### src/rtl/vedic_mul_4x4.sv
// Registered 4x4 unsigned Vedic (Urdhva-Tiryagbhyam) multiplier, 8-bit product.
// Define VEDIC_PIPE_EN to register the partial products (2-cycle latency).
module vedic_mul_4x4 (
    input  logic       clk,
    input  logic       rst_n,
    input  logic       in_valid,
    input  logic [3:0] a,
    input  logic [3:0] b,
    output logic [7:0] c,
    output logic       out_valid
);

    // {carry, sum}
    function automatic logic [1:0] ha(input logic x, input logic y);
        return {x & y, x ^ y};
    endfunction

    function automatic logic [1:0] fa(input logic x, input logic y, input logic z);
        return {(x & y) | (z & (x ^ y)), x ^ y ^ z};
    endfunction

    function automatic logic [3:0] cell2(input logic [1:0] x, input logic [1:0] y);
        logic [1:0] m;
        logic [1:0] h;
        m = ha(x[1] & y[0], x[0] & y[1]);
        h = ha(x[1] & y[1], m[1]);
        return {h[1], h[0], m[0], x[0] & y[0]};
    endfunction

    function automatic logic [4:0] add4(input logic [3:0] x, input logic [3:0] y);
        logic [4:0] r;
        logic [1:0] t;
        t = ha(x[0], y[0]);
        r[0] = t[0];
        for (int i = 1; i < 4; i++) begin
            t = fa(x[i], y[i], t[1]);
            r[i] = t[0];
        end
        r[4] = t[1];
        return r;
    endfunction

    // Addend has only two live bits, so the upper ripple is half adders.
    function automatic logic [5:0] add5_2(input logic [4:0] x, input logic [1:0] y);
        logic [5:0] r;
        logic [1:0] t;
        t = ha(x[0], y[0]);
        r[0] = t[0];
        t = fa(x[1], y[1], t[1]);
        r[1] = t[0];
        for (int i = 2; i < 5; i++) begin
            t = ha(x[i], t[1]);
            r[i] = t[0];
        end
        r[5] = t[1];
        return r;
    endfunction

    function automatic logic [7:0] combine(
        input logic [3:0] q0,
        input logic [3:0] q1,
        input logic [3:0] q2,
        input logic [3:0] q3
    );
        logic [4:0] s1;
        logic [5:0] s2;
        logic [4:0] hi;
        s1 = add4(q1, q2);
        s2 = add5_2(s1, q0[3:2]);
        hi = add4(q3, s2[5:2]);
        return {hi[3:0], s2[1:0], q0[1:0]};
    endfunction

    logic [3:0] q0, q1, q2, q3;

    always_comb begin
        q0 = cell2(a[1:0], b[1:0]);
        q1 = cell2(a[3:2], b[1:0]);
        q2 = cell2(a[1:0], b[3:2]);
        q3 = cell2(a[3:2], b[3:2]);
    end

`ifdef VEDIC_PIPE_EN
    logic [3:0] q0_r, q1_r, q2_r, q3_r;
    logic       v_r;

    always_ff @(posedge clk or negedge rst_n) begin
        if (!rst_n) begin
            q0_r      <= '0;
            q1_r      <= '0;
            q2_r      <= '0;
            q3_r      <= '0;
            v_r       <= 1'b0;
            c         <= '0;
            out_valid <= 1'b0;
        end else begin
            v_r       <= in_valid;
            out_valid <= v_r;
            if (in_valid) begin
                q0_r <= q0;
                q1_r <= q1;
                q2_r <= q2;
                q3_r <= q3;
            end
            if (v_r) c <= combine(q0_r, q1_r, q2_r, q3_r);
        end
    end
`else
    always_ff @(posedge clk or negedge rst_n) begin
        if (!rst_n) begin
            c         <= '0;
            out_valid <= 1'b0;
        end else begin
            out_valid <= in_valid;
            if (in_valid) c <= combine(q0, q1, q2, q3);
        end
    end
`endif

endmodule

### config.mk
export PLATFORM = sky130hd
export DESIGN_NAME = vedic_mul_4x4
export DESIGN_NICKNAME = d
export VERILOG_FILES = /design/src/rtl/vedic_mul_4x4.sv
export SDC_FILE = /design/constraint.sdc
export NUM_CORES = 1
export LEC_CHECK = 0
export ABC_AREA = 1
export CAP_MARGIN = 15
export CORE_ASPECT_RATIO = 1.1
export CORE_MARGIN = 3
export CORE_UTILIZATION = 50
export DETAILED_ROUTE_END_ITERATION = 6
export PLACE_DENSITY = 0.8
export REMOVE_ABC_BUFFERS = 1
export SLEW_MARGIN = 15
export SYNTH_ARGS = -nofsm -noshare
export SYNTH_HDL_FRONTEND = slang
export SYNTH_SLANG_ARGS = --single-unit
### constraint.sdc
create_clock -name clk -period 1.4 [get_ports clk]
set_input_delay 0.21 -clock clk [delete_from_list [all_inputs] [get_ports clk]]
set_output_delay 0.21 -clock clk [all_outputs]
set_load 0.02 [all_outputs]
# Word-level counts from Yosys, hierarchy flattened

Index checks and enable logic that the tools add are counted.

Bitwise logic cells: 76

Operator list:

| cell              | count |
|---|---|
| bitwise AND 1 bit | 42 |
| bitwise XOR 1 bit | 28 |
| bitwise OR 1 bit  | 6 |

Register bits after elaboration: 9
Bits of input ports: 11
Output and inout port bits: 9
Word-level logic and storage cells: 78

# Depth between registers and ports, before layout

Word-level depth: 15
Depth in mapped cells: 17
Mapped depth without buffers: 17

# Worst setup path after synthesis

No wires, ideal clock.

Kind: input-to-reg
Start point: input port b[0]
End point: register c[7]
Setup time: 0.117 ns
Data arrival time: 3.078 ns
Data required time: 1.283 ns
Slack: -1.795 ns
Cell stages on the path: 16
Buffers on the path: 0
Path through: nand2_1 > inv_1 > ha_1 > inv_1 > fa_1 > inv_1 > fa_1 > inv_1 > fa_1 > inv_1 > ha_1 > fa_1 > fa_1 > nand3b_1 > nand3_1 > nand2_1

Cells in the longest elaborated chain, start to end: 15
Elaborated cells between the ends (all ways): 49
Classes of those cells: bitwise (49)

Ends and longest elaborated chain:

| element                                                | RTL line | source |
|---|---|---|
| start: declaration                                     | 8        | `input logic [3:0] b,` |
| bitwise AND 1 bit                                      | 25       | `m = ha(x[1] & y[0], x[0] & y[1]);` |
| bitwise XOR 1 bit                                      | 15       | `return {x & y, x ^ y};` |
| bitwise XOR 1 bit                                      | 19       | `return {(x & y) \| (z & (x ^ y)), x ^ y ^ z};` |
| bitwise AND 1 bit or bitwise XOR 1 bit (tied branches) | 19       |  |
| bitwise OR 1 bit or bitwise XOR 1 bit (tied branches)  | 19       |  |
| bitwise AND 1 bit                                      | 19       |  |
| bitwise OR 1 bit                                       | 19       |  |
| bitwise XOR 1 bit or bitwise AND 1 bit (tied branches) | 19, 15   |  |
| bitwise XOR 1 bit                                      | 15       |  |
| bitwise XOR 1 bit                                      | 19       |  |
| bitwise AND 1 bit                                      | 19       |  |
| bitwise OR 1 bit                                       | 19       |  |
| bitwise AND 1 bit                                      | 19       |  |
| bitwise OR 1 bit                                       | 19       |  |
| bitwise XOR 1 bit *                                    | 19       |  |
| end signal: assignment                                 | 115      | `if (in_valid) c <= combine(q0, q1, q2, q3);` |
| end: declaration                                       | 9        | `output logic [7:0] c,` |

Mark *: on every way between the ends. The rest lies on a longest branch, timed or not.
A chain may end at the register's enable or synchronous reset.

# Worst setup path in the final report

Start point: input port a[2]
End point: register c[7]

Cells in the longest elaborated chain, start to end: 15
Elaborated cells between the ends (all ways): 51
Classes of those cells: bitwise (51)

Ends and longest elaborated chain:

| element                                                | RTL line | source |
|---|---|---|
| start: declaration                                     | 7        | `input logic [3:0] a,` |
| bitwise AND 1 bit                                      | 25       |  |
| bitwise XOR 1 bit                                      | 15       |  |
| bitwise XOR 1 bit                                      | 19       |  |
| bitwise AND 1 bit or bitwise XOR 1 bit (tied branches) | 19       |  |
| bitwise OR 1 bit or bitwise XOR 1 bit (tied branches)  | 19       |  |
| bitwise AND 1 bit                                      | 19       |  |
| bitwise OR 1 bit                                       | 19       |  |
| bitwise XOR 1 bit or bitwise AND 1 bit (tied branches) | 19, 15   |  |
| bitwise XOR 1 bit                                      | 15       |  |
| bitwise XOR 1 bit                                      | 19       |  |
| bitwise AND 1 bit                                      | 19       |  |
| bitwise OR 1 bit                                       | 19       |  |
| bitwise AND 1 bit                                      | 19       |  |
| bitwise OR 1 bit                                       | 19       |  |
| bitwise XOR 1 bit *                                    | 19       |  |

Marked as above.

==> qor.yml <==
setup_path:
  crit_arrival_ns: 3.07
  crit_top_cell: "fa_2"
  rrSetupSlack_ns: 0.79
  cp-end-kind: "register"
  crit_type: "input pin to register"
  start_kind: "input pin"
  worst_ep_required_time_ns: 1.55
  cp_max_fo: 3
  crit_chain: "buf_6, nand2_2, inv_2, ha_4, inv_2, fa_2, inv_2, fa_2, ha_4, ha_4, fa_2, fa_2, nand3b_1, nand3_1, nand2_1"
  slowest_stage: "fa_2"
  worst_path_largest_cell_delay_ns: 0.57
synthesis:
  yosysSeqAreaShare_pct: 27.7
  ys_types: 9
  yosysWarnings: 0
  synth_seq_cells: 9
  synth_area_per_cell_um2: 7.90
  syn_inst: 103
  syn-cell-area_um2: 813
detailed_routing:
  first_pass_iters: 2
  drcViolationCount: 0
  routed_wl_um: 1930
  drt_iter0_drc: 10
  vias: 740
  viasPerCell: 4.90
  final_antenna_net_count: 0
  post_drt_wl_per_cell_um: 12.8
die:
  rows: 14
  initial_core_util_pct: 55.9
  fp.dieW_um: 44.5
  ios: 20
  die_y_um: 48.3
  coreArea_mm2: 0.00145
  dieArea_mm2: 0.00215
cts:
  cts_inserted_buffers: 3
  cts_tree: "done"
  root_buffer: "clkbuf_4"
  cts_max_path_buffers: 2
  h-tree-depth: 1
  path_clk_slew_ns: 0.06
  insertion_delay_ns: 0.26
  clkSinkCount: 9
placed_design:
  portBuffers: 19
  gp_congestion: 0.776
  place_inst: 146
  hpwl_um: 1330
sta:
  fmax_ghz: 0.343
  setup_tns_ns: -5.18
  max-slew-margin-rel_pct: 74.2
  rsz0062_at_grt: "yes"
  worst_slack_ns: -1.52
  period_share_pct: 208
  worst_clock_skew_ns: 0
  hold_viol: 0
  hold-worst-slack_ns: 0.233
  final_max_slew_viol_count: 0
  worst_pin_slew_ns: 0.386
  finalSetupViolCount: 5
  finalCriticalPeriod_ns: 2.92
final_layout:
  final_common_cell: "nand2_1"
  drive_gt1_share_pct: 34.8
  n_antenna_cell: 0
  mostFrequentLayoutCells: "36 x nand2_1, 17 x inv_1, 11 x inv_2"
  fillers: 107
  finalNonFillerCells: 151
  area_delta_synth_final_pct: 47.5
  layout.nets: 167
  fin_util_pct: 82.5
grt:
  overflow: 0
  antenna_found_initial: 0
  grt_start_max_net_pins: 10
  grt.total_usage_pct: 19.8
  grt_pass1_wl_um: 3170
  grt_pass1_vias: 803
run_status:
  status: "finished, violations left"
  violations: "setup timing"
power_and_ir_drop:
  ir_drop_uv: 412
  p_leak_nw: 0.729
  power_per_cell_area_mw_per_mm2: 785
  p_total_uw: 942
worst_hold_path:
  worstHoldPathType: "input pin to async pin"
run:
  maxCapViolCount: 0
## layer usage
metal	vias up	part of all wire [%]	track usage [%]
li1	363	-	-
met1	348	38	18.9
met2	23	55	38.6
met3	6	4.4	2.96
met4	0	2.3	9.05
met5	-	0	0
## final timing paths
| kind | from | endpoint | depth (start not counted) |
|---|---|---|---|
| min reg2reg | c[6] | c[6] | 2 |
| min in group clk | a[0] | c[0] | 4 |
| max | a[2] | c[7] | 15 |
| max reg2reg | c[1] | c[1] | 2 |
| max in group asynchronous | rst_n | c[6] | 1 |
| min | rst_n | c[1] | 1 |
## metrics by stage
stage | instance area, um^2 | setup WS, ns
after floorplan | 802 | -1.79
after global placement | 1080 | -2.43
after detailed placement | 1080 | -2.46
after CTS | 1180 | -1.56
after global routing | 1200 | -1.63
final | 1200 | -1.52
## registers in the layout, summed over array words and instances, names as in the netlist
| signal | count |
|---|---|
| out_valid | 1 |
| c | 8 |
## critical path, delay by kind of cell
kind,cells,cell delay [ns]
AND/OR/NAND/NOR,4,0.34
adder cells (fa/ha/maj),7,2.29
buffers and inverters,4,0.21
## timing repair
item                                   4_1_cts  5_1_grt
gates resized for setup                     70        5
setup buffers                                1        0
endpoints found under the hold margin        0        0
cloned                                       0        0
setup endpoints to repair                   15        5
pin swaps                                   20        6
hold buffers                                 0        0
## cell families (layout without fill, tap and decap cells)
logic type	Yosys count	count (layout)	share of synthesized area, %
buf+inv	29	61	14.3
fa+ha+maj	20	20	36.3
simple gates	45	45	21.7
flops	9	9	27.7
## cell type report
class / count / area [um^2] / area share (%)
multi-input combinational: 65 / 559 / 46.6
timing repair buffer: 29 / 264 / 22.0
sequential: 9 / 225 / 18.8
inverter: 28 / 105 / 8.76
clock buffer: 4 / 26.3 / 2.19
tap: 16 / 20.0 / 1.67
## Yosys cell counts
library cell	number	area [um^2]
buf_6	1	11.3
dfrtp_1	9	225
fa_1	6	120
ha_1	14	175
inv_1	27	101
inv_2	1	3.75
nand2_1	41	154
nand3_1	3	15.0
nand3b_1	1	7.51
## report_power, final
group / total, mW / switching [mW] / internal [mW]
Combinational: 0.420 / 0.223 / 0.197
Sequential: 0.323 / 0.0190 / 0.304
Clock: 0.199 / 0.0895 / 0.110
No activity file was read; power rests on OpenSTA's default activity.
